$ cat src/rtl/alu_pkg.sv
// Shared types and constants for the ALU issue controller: default widths,
// FSM state encoding and the rs_data_sel beat identifiers.
package alu_pkg;

    localparam int ALU_BUS_WIDTH    = 32;
    localparam int ALU_OPCODE_WIDTH = 11;

    typedef enum logic [2:0] {
        IDLE     = 3'd0,
        SEND_RS1 = 3'd1,
        SEND_RS2 = 3'd2,
        WAIT_ALU = 3'd3,
        WB       = 3'd4
    } alu_ctrl_state_e;

    localparam logic RS_SEL_RS1 = 1'b0;
    localparam logic RS_SEL_RS2 = 1'b1;

endpackage

$ cat src/rtl/alu_issue_ctrl_if.sv
// Bundle of issue, ALU and writeback signals around the issue controller.
// slave = the controller itself, master = decode/ALU/writeback environment.
interface alu_issue_ctrl_if
    import alu_pkg::*;
#(
    parameter int BUS_WIDTH    = ALU_BUS_WIDTH,
    parameter int OPCODE_WIDTH = ALU_OPCODE_WIDTH
) ();

    // Handshakes: a transfer happens on a rising edge where valid and ready are
    // both 1; the offering side holds its payload stable while valid && !ready.
    logic                    issue_valid;
    logic                    issue_ready;
    logic [OPCODE_WIDTH-1:0] issue_op_code;
    logic [BUS_WIDTH-1:0]    issue_rs1;
    logic [BUS_WIDTH-1:0]    issue_rs2;
    logic [BUS_WIDTH-1:0]    issue_imm;
    logic                    issue_use_imm;
    logic [4:0]              issue_rd;

    logic [BUS_WIDTH-1:0]    imme_value;
    logic [BUS_WIDTH-1:0]    rs_data;
    logic                    rs_data_sel;
    logic                    rs_data_valid;
    logic [OPCODE_WIDTH-1:0] op_code;
    logic [BUS_WIDTH-1:0]    alu_out;
    logic                    alu_valid_out;
    logic                    op_done;

    logic                    wb_valid;
    logic                    wb_ready;
    logic [BUS_WIDTH-1:0]    wb_data;
    logic [4:0]              wb_rd;

    logic                    busy;
    logic                    err_timeout;
    logic                    err_protocol;

    modport slave (
        input  issue_valid, issue_op_code, issue_rs1, issue_rs2, issue_imm,
               issue_use_imm, issue_rd, alu_out, alu_valid_out, op_done, wb_ready,
        output issue_ready, imme_value, rs_data, rs_data_sel, rs_data_valid,
               op_code, wb_valid, wb_data, wb_rd, busy, err_timeout, err_protocol
    );

    modport master (
        output issue_valid, issue_op_code, issue_rs1, issue_rs2, issue_imm,
               issue_use_imm, issue_rd, alu_out, alu_valid_out, op_done, wb_ready,
        input  issue_ready, imme_value, rs_data, rs_data_sel, rs_data_valid,
               op_code, wb_valid, wb_data, wb_rd, busy, err_timeout, err_protocol
    );

endinterface

$ cat src/rtl/alu_wait_timer.sv
// Cycle counter bounding how long the controller waits for op_done.
// Requires TIMEOUT_CYCLES >= 2.
module alu_wait_timer #(
    parameter int TIMEOUT_CYCLES = 16
) (
    input  logic clk,
    input  logic rst,
    input  logic i_clear,
    input  logic i_enable,
    output logic o_expired
);

    localparam int CNT_W = $clog2(TIMEOUT_CYCLES + 1);

    logic [CNT_W-1:0] r_count;

    always_ff @(posedge clk or posedge rst) begin
        if (rst) begin
            r_count <= '0;
        end else if (i_clear) begin
            r_count <= '0;
        end else if (i_enable && !o_expired) begin
            r_count <= r_count + CNT_W'(1);
        end
    end

    assign o_expired = (r_count == CNT_W'(TIMEOUT_CYCLES - 1));

endmodule

$ cat src/rtl/alu_issue_ctrl.sv
// Issue controller: accepts one instruction, serializes rs1/rs2 to the ALU,
// waits for the result with a timeout and offers it to writeback.
module alu_issue_ctrl
    import alu_pkg::*;
#(
    parameter int BUS_WIDTH      = ALU_BUS_WIDTH,
    parameter int OPCODE_WIDTH   = ALU_OPCODE_WIDTH,
    parameter int TIMEOUT_CYCLES = 16
) (
    input  logic            clk,
    input  logic            rst,
    alu_issue_ctrl_if.slave bus,
    output alu_ctrl_state_e o_dbg_state
);

    alu_ctrl_state_e         r_state;
    alu_ctrl_state_e         w_state_nxt;
    logic                    r_issue_ready;
    logic [OPCODE_WIDTH-1:0] r_op_code;
    logic [BUS_WIDTH-1:0]    r_rs1;
    logic [BUS_WIDTH-1:0]    r_rs2;
    logic [BUS_WIDTH-1:0]    r_imm;
    logic                    r_use_imm;
    logic [4:0]              r_rd;
    logic [BUS_WIDTH-1:0]    r_result;
    logic                    r_result_seen;
    logic                    r_err_timeout;
    logic                    r_err_protocol;

    logic w_accept;
    logic w_in_wait;
    logic w_expired;
    logic w_timeout;
    logic w_protocol;

    assign w_accept   = (r_state == IDLE) && r_issue_ready && bus.issue_valid;
    assign w_in_wait  = (r_state == WAIT_ALU);
    // op_done takes priority over a coincident timeout threshold.
    assign w_timeout  = w_in_wait && !bus.op_done && w_expired;
    assign w_protocol = w_in_wait && bus.op_done && !r_result_seen && !bus.alu_valid_out;

    alu_wait_timer #(
        .TIMEOUT_CYCLES(TIMEOUT_CYCLES)
    ) u_wait_timer (
        .clk      (clk),
        .rst      (rst),
        .i_clear  (!w_in_wait),
        .i_enable (w_in_wait && !bus.op_done),
        .o_expired(w_expired)
    );

    always_comb begin
        w_state_nxt = r_state;
        case (r_state)
            IDLE:     if (w_accept) w_state_nxt = SEND_RS1;
            SEND_RS1: w_state_nxt = r_use_imm ? WAIT_ALU : SEND_RS2;
            SEND_RS2: w_state_nxt = WAIT_ALU;
            WAIT_ALU: begin
                if (bus.op_done) begin
                    w_state_nxt = (r_result_seen || bus.alu_valid_out) ? WB : IDLE;
                end else if (w_expired) begin
                    w_state_nxt = IDLE;
                end
            end
            WB:       if (bus.wb_ready) w_state_nxt = IDLE;
            default:  w_state_nxt = IDLE;
        endcase
    end

    always_ff @(posedge clk or posedge rst) begin
        if (rst) begin
            r_state        <= IDLE;
            r_issue_ready  <= 1'b0;
            r_op_code      <= '0;
            r_rs1          <= '0;
            r_rs2          <= '0;
            r_imm          <= '0;
            r_use_imm      <= 1'b0;
            r_rd           <= '0;
            r_result       <= '0;
            r_result_seen  <= 1'b0;
            r_err_timeout  <= 1'b0;
            r_err_protocol <= 1'b0;
        end else begin
            r_state        <= w_state_nxt;
            r_issue_ready  <= (w_state_nxt == IDLE);
            r_err_timeout  <= w_timeout;
            r_err_protocol <= w_protocol;
            if (w_accept) begin
                r_op_code     <= bus.issue_op_code;
                r_rs1         <= bus.issue_rs1;
                r_rs2         <= bus.issue_rs2;
                r_imm         <= bus.issue_imm;
                r_use_imm     <= bus.issue_use_imm;
                r_rd          <= bus.issue_rd;
                r_result_seen <= 1'b0;
            end
            // Several results may arrive before op_done; the last one is kept.
            if (w_in_wait && bus.alu_valid_out) begin
                r_result      <= bus.alu_out;
                r_result_seen <= 1'b1;
            end
        end
    end

    assign o_dbg_state       = r_state;
    assign bus.issue_ready   = r_issue_ready;
    assign bus.busy          = (r_state != IDLE);
    assign bus.op_code       = (r_state != IDLE) ? r_op_code : '0;
    assign bus.imme_value    = (r_state != IDLE) ? r_imm : '0;
    assign bus.rs_data_valid = (r_state == SEND_RS1) || (r_state == SEND_RS2);
    assign bus.rs_data_sel   = (r_state == SEND_RS2) ? RS_SEL_RS2 : RS_SEL_RS1;
    assign bus.rs_data       = (r_state == SEND_RS1) ? r_rs1 :
                               (r_state == SEND_RS2) ? r_rs2 : '0;
    assign bus.wb_valid      = (r_state == WB);
    assign bus.wb_data       = (r_state == WB) ? r_result : '0;
    assign bus.wb_rd         = (r_state == WB) ? r_rd : '0;
    assign bus.err_timeout   = r_err_timeout;
    assign bus.err_protocol  = r_err_protocol;

endmodule

$ cat src/flat_wrapper.sv
// flat-port wrapper written by rule: the top's interface ports become plain ports
module alu_issue_ctrl_flat import alu_pkg::*;
#(
    parameter int BUS_WIDTH      = ALU_BUS_WIDTH,
    parameter int OPCODE_WIDTH   = ALU_OPCODE_WIDTH,
    parameter int TIMEOUT_CYCLES = 16
)
  (clk, rst, o_dbg_state, bus_issue_valid, bus_issue_op_code, bus_issue_rs1, bus_issue_rs2, bus_issue_imm, bus_issue_use_imm, bus_issue_rd, bus_alu_out, bus_alu_valid_out, bus_op_done, bus_wb_ready, bus_issue_ready, bus_imme_value, bus_rs_data, bus_rs_data_sel, bus_rs_data_valid, bus_op_code, bus_wb_valid, bus_wb_data, bus_wb_rd, bus_busy, bus_err_timeout, bus_err_protocol);
  alu_issue_ctrl_if #(.BUS_WIDTH(BUS_WIDTH), .OPCODE_WIDTH(OPCODE_WIDTH)) bus_i ();
  input  logic clk;
  input  logic rst;
  output alu_ctrl_state_e o_dbg_state;
  input wire logic [$bits(bus_i.issue_valid)-1:0] bus_issue_valid;
  input wire logic [$bits(bus_i.issue_op_code)-1:0] bus_issue_op_code;
  input wire logic [$bits(bus_i.issue_rs1)-1:0] bus_issue_rs1;
  input wire logic [$bits(bus_i.issue_rs2)-1:0] bus_issue_rs2;
  input wire logic [$bits(bus_i.issue_imm)-1:0] bus_issue_imm;
  input wire logic [$bits(bus_i.issue_use_imm)-1:0] bus_issue_use_imm;
  input wire logic [$bits(bus_i.issue_rd)-1:0] bus_issue_rd;
  input wire logic [$bits(bus_i.alu_out)-1:0] bus_alu_out;
  input wire logic [$bits(bus_i.alu_valid_out)-1:0] bus_alu_valid_out;
  input wire logic [$bits(bus_i.op_done)-1:0] bus_op_done;
  input wire logic [$bits(bus_i.wb_ready)-1:0] bus_wb_ready;
  output wire logic [$bits(bus_i.issue_ready)-1:0] bus_issue_ready;
  output wire logic [$bits(bus_i.imme_value)-1:0] bus_imme_value;
  output wire logic [$bits(bus_i.rs_data)-1:0] bus_rs_data;
  output wire logic [$bits(bus_i.rs_data_sel)-1:0] bus_rs_data_sel;
  output wire logic [$bits(bus_i.rs_data_valid)-1:0] bus_rs_data_valid;
  output wire logic [$bits(bus_i.op_code)-1:0] bus_op_code;
  output wire logic [$bits(bus_i.wb_valid)-1:0] bus_wb_valid;
  output wire logic [$bits(bus_i.wb_data)-1:0] bus_wb_data;
  output wire logic [$bits(bus_i.wb_rd)-1:0] bus_wb_rd;
  output wire logic [$bits(bus_i.busy)-1:0] bus_busy;
  output wire logic [$bits(bus_i.err_timeout)-1:0] bus_err_timeout;
  output wire logic [$bits(bus_i.err_protocol)-1:0] bus_err_protocol;
  assign bus_i.issue_valid = bus_issue_valid;
  assign bus_i.issue_op_code = bus_issue_op_code;
  assign bus_i.issue_rs1 = bus_issue_rs1;
  assign bus_i.issue_rs2 = bus_issue_rs2;
  assign bus_i.issue_imm = bus_issue_imm;
  assign bus_i.issue_use_imm = bus_issue_use_imm;
  assign bus_i.issue_rd = bus_issue_rd;
  assign bus_i.alu_out = bus_alu_out;
  assign bus_i.alu_valid_out = bus_alu_valid_out;
  assign bus_i.op_done = bus_op_done;
  assign bus_i.wb_ready = bus_wb_ready;
  assign bus_issue_ready = bus_i.issue_ready;
  assign bus_imme_value = bus_i.imme_value;
  assign bus_rs_data = bus_i.rs_data;
  assign bus_rs_data_sel = bus_i.rs_data_sel;
  assign bus_rs_data_valid = bus_i.rs_data_valid;
  assign bus_op_code = bus_i.op_code;
  assign bus_wb_valid = bus_i.wb_valid;
  assign bus_wb_data = bus_i.wb_data;
  assign bus_wb_rd = bus_i.wb_rd;
  assign bus_busy = bus_i.busy;
  assign bus_err_timeout = bus_i.err_timeout;
  assign bus_err_protocol = bus_i.err_protocol;
  alu_issue_ctrl #(.BUS_WIDTH(BUS_WIDTH), .OPCODE_WIDTH(OPCODE_WIDTH), .TIMEOUT_CYCLES(TIMEOUT_CYCLES)) u_core (.clk(clk), .rst(rst), .bus(bus_i), .o_dbg_state(o_dbg_state));
endmodule
$ cat config.mk
export PLATFORM = sky130hd
export DESIGN_NAME = alu_issue_ctrl_flat
export DESIGN_NICKNAME = d
export VERILOG_FILES = /design/src/rtl/alu_pkg.sv /design/src/rtl/alu_issue_ctrl_if.sv /design/src/rtl/alu_wait_timer.sv /design/src/rtl/alu_issue_ctrl.sv /design/src/flat_wrapper.sv
export SDC_FILE = /design/constraint.sdc
export NUM_CORES = 1
export LEC_CHECK = 0
export BUFFER_PORTS_ARGS = -buffer_cell sky130_fd_sc_hd__buf_2
export CORE_MARGIN = 8
export CORE_UTILIZATION = 49
export DETAILED_ROUTE_END_ITERATION = 8
export PLACE_DENSITY = 0.8
export SKIP_LAST_GASP = 1
export SLEW_MARGIN = 20
export SYNTH_ARGS = -nofsm -noshare
export SYNTH_HDL_FRONTEND = slang
export SYNTH_HIERARCHICAL = 1
export SYNTH_SLANG_ARGS = --single-unit
$ cat constraint.sdc
create_clock -name clk -period 6.25 [get_ports clk]
set_clock_uncertainty 0.15 [all_clocks]
set_input_delay 0.3125 -clock clk [delete_from_list [all_inputs] [get_ports clk]]
set_output_delay 0.3125 -clock clk [all_outputs]
set_load 0.03 [all_outputs]
==> summary.txt <==
Endpoint, Worst Hold: u_core/r_result[29]$_DFFE_PP0P_
dpl hpwl: 13060 um
Worst Tran Pin Value: 862.8 ps
placed insts: 916
# port buffers: 272
non-filler cells, final: 1093
Max Fclk: 291.8 MHz
WP data required: 6390 ps
Resized cells post-CTS: 0
Die W: 134.8 um
DRT antenna net count: 0
clock slew at reported path FFs: 60 ps
status: finished, final reports clean
Syn Nets: 648
Max transition margin: 42.48%
Syn. warnings: 6
buffer count from post-CTS setup fixing: 0
R2R Path Start: u_core/o_dbg_state[2]$_DFF_PP0_
Min-Delay Startpoint: bus_alu_out[29]
register area: 0.003930 mm2
Die Ht: 134.8 um
CP Data Arrival Time: 3570 ps
hold depth: 2
net switching power: 1.988 mW
Synth cell types: 37
period utilization: 54.83%
total I/O pin count: 273
LEAKAGE: 5.353 nW
1st-iter DRT viols: 324
Area contributors post-synth: dfrtp_1 57%, mux2_2 12%, mux2_1 12%
Min Clock Period, post-route: 3427 ps
Sw Share: 39.52%
crit path launch type: register
crit path cell chain: or3_1 > nor2_8 > buf_4 > mux2_2
Root Driver: clkbuf_16
number of global-route vias before repair: 6425
row cnt: 43
global-route wire length before repair: 34200 um
HP Class: input port to register
Filler Cells Inserted: 837
Yosys top cell area share: 56.81%
synthesized area per cell: 13.97 um2
Internal: 3.042 mW
area of the multi-input gates: 0.002734 mm2
Primary FF master, synth: dfrtp_1
Synth Cell Area: 0.006915 mm2
r2r endpoint: u_core/r_rs1[16]$_DFFE_PP0P_
DRC Markers: 0
number of synthesized flops with an enable pin: 0
RSZ-0062 raised after global routing: no
Clock Power Share: 21.4%
Synth area leader: dfrtp_1
Reg power frac: 35.5%
Post-Synth XOR/XNOR Area: 0.2533%
pwr dens: 484.6 mW/mm2
commonest non-fill, non-tap cells in the layout: 272 x buf_2, 156 x dfrtp_1, 144 x dlygate4sd3_1
GRT Overall Usage: 23.92%
die area: 0.01817 mm2
post-route setup TNS: 0 ps
final hold vios: 0
Post-Syn Instances: 495
Setup-failing EPs final: 0
Place WS: 2586 ps
Post-Synth Simple-Gate Area: 9.969%
critical path endpoint category: register
via count: 5621
ys async rst share: 100.0%
CTS buffer count: 17
core footprint: 0.01383 mm2
post-synthesis compound-gate area fraction: 4.777%
gr ovfl total: 0
Critical Path Fanout Max: 67
Comb pwr share: 43.0%
Yosys reg bits: 157
final setup margin: 2823 ps
largest buffer count on any clock path: 2
initial antenna violation count: 1
post-DR vias/cell: 5.143
largest net degree at the start of global routing: 87
CP Class: register to register
clock insertion delay at the later pin of the skew report: 400 ps
CTS tree: done
post-synthesis adder-cell area fraction: 0.3619%
main combinational cell family by area after synthesis: multiplexers
routed wire length per instance: 19.72 um
final core occ: 75.08%
VDD IR max: 313.0 uV
R2R cell count: 4
RD Place Congestion: 0.7627
reg-to-reg slack, setup: 2820 ps
total clock sinks: 157
Slowest cell on crit path: buf_4
NumNets Final: 1052
first-pass detailed-route iteration total: 4
commonest non-fill, non-tap cell in the layout: buf_2
Final Max Tran Viols: 0
final wirelength: 21560 um
number of max-cap violations: 0
mux cell area share after synthesis: 23.92%
H-tree levels: 4
initial core utilization: 50.01%
CP max stage delay: 800 ps
sequential share of the synthesized area: 56.81%
share of post-route cells with drive strength above 1: 42.98%
synth-to-layout area growth: 50.12%
-- through the flow --
stage          area, um2  hold WS, ps  total power, mW
2_1_floorplan       6915       -58.98            3.222
3_3_place_gp        8305        104.8            3.740
3_5_place_dp        8305        115.9            3.841
4_1_cts            10370        5.681            5.007
5_1_grt            10380        9.673            5.286
6_report           10380        24.63            5.030
-- worst max path at each step --
| stage | start | endpoint | slack, ps | cells past startpoint |
|---|---|---|---|---|
| 2_1_floorplan | rst | u_core/bus.err_protocol$_DFF_PP0_ | 1690 | 1 |
| 3_3_place_gp | u_core/o_dbg_state[2]$_DFF_PP0_ | u_core/r_rs1[6]$_DFFE_PP0P_ | 2700 | 4 |
| 3_5_place_dp | u_core/o_dbg_state[2]$_DFF_PP0_ | u_core/r_rs1[13]$_DFFE_PP0P_ | 2590 | 4 |
| 4_1_cts | u_core/o_dbg_state[2]$_DFF_PP0_ | u_core/r_rs1[13]$_DFFE_PP0P_ | 2570 | 4 |
| 5_1_grt | u_core/o_dbg_state[2]$_DFF_PP0_ | u_core/r_rs1[13]$_DFFE_PP0P_ | 2680 | 4 |
| 6_report | u_core/o_dbg_state[2]$_DFF_PP0_ | u_core/r_rs1[16]$_DFFE_PP0P_ | 2820 | 4 |
-- state kept, by name, indices dropped and copies added, names as in the netlist --
signal / cells
u_core/r_rd: 5
u_core/r_rs2: 32
u_core/r_result_seen: 1
u_core/o_dbg_state: 3
u_core/bus.issue_ready: 1
u_core/r_result: 32
u_core/r_use_imm: 1
u_core/bus.err_protocol: 1
u_core/r_op_code: 11
u_core/r_imm: 32
u_core/bus.err_timeout: 1
u_core/u_wait_timer/r_count: 5
u_core/r_rs1: 32
-- power groups by stage --
| stage | clock, mW | combinational (mW) | sequential, mW |
|---|---|---|---|
| 6_report | 1.08 | 2.17 | 1.79 |
| 5_1_grt | 1.15 | 2.30 | 1.84 |
| 4_1_cts | 1.10 | 2.15 | 1.76 |
| 3_5_place_dp | 0 | 2.06 | 1.78 |
| 3_3_place_gp | 0 | 2.01 | 1.73 |
| 2_1_floorplan | 0 | 1.54 | 1.68 |
-- area by class of cell --
cell class	instances	share of cell area (%)
Antenna cell	1	0.02411
Clock buffer	21	4.435
Clock inverter	11	1.591
Inverter	3	0.1567
Multi-Input combinational cell	298	26.33
Sequential cell	157	37.86
Tap cell	180	2.169
Timing Repair Buffer	422	27.43
-- kinds of logic after synthesis --
logic type / Yosys count
buf+inv: 40
simple gates: 108
fa+ha+maj: 2
mux: 147
flops: 157
xor+xnor: 2
compound gates: 39
-- synth_stat cells, types with 2 or more instances --
cell / instances
a22o_1: 32
and2_1: 45
and3_1: 38
buf_2: 2
buf_4: 4
buf_8: 7
clkbuf_1: 22
dfrtp_1: 157
ha_1: 2
inv_1: 3
mux2_1: 71
mux2_2: 75
nand2_1: 2
nand3b_1: 2
nor2_1: 7
nor3b_1: 3
o21ai_0: 3
-- metal layers --
layer  wire length, um  GRT usage (%)  vias up
met5                 0              0        -
met4               748          12.04        0
met3              1534          7.987       58
met2             11670          42.16      240
met1              7602          24.91     2752
li1                  -              -     2571
-- critical path: cells and delay by family (launching register included) --
| family | cells | cell delay, ps |
|---|---|---|
| AND/OR/NAND/NOR | 2 | 1200 |
| multiplexers | 1 | 440 |
| flip-flops | 1 | 640 |
| buffers and inverters | 1 | 800 |
-- timing repair --
item | 4_1_cts | 5_1_grt
hold buffers | 144 | 0
hold endpoints to repair | 233 | 0
endpoints found under the setup margin | 0 | 0
Note: power is estimated with default switching activity, not from simulation.
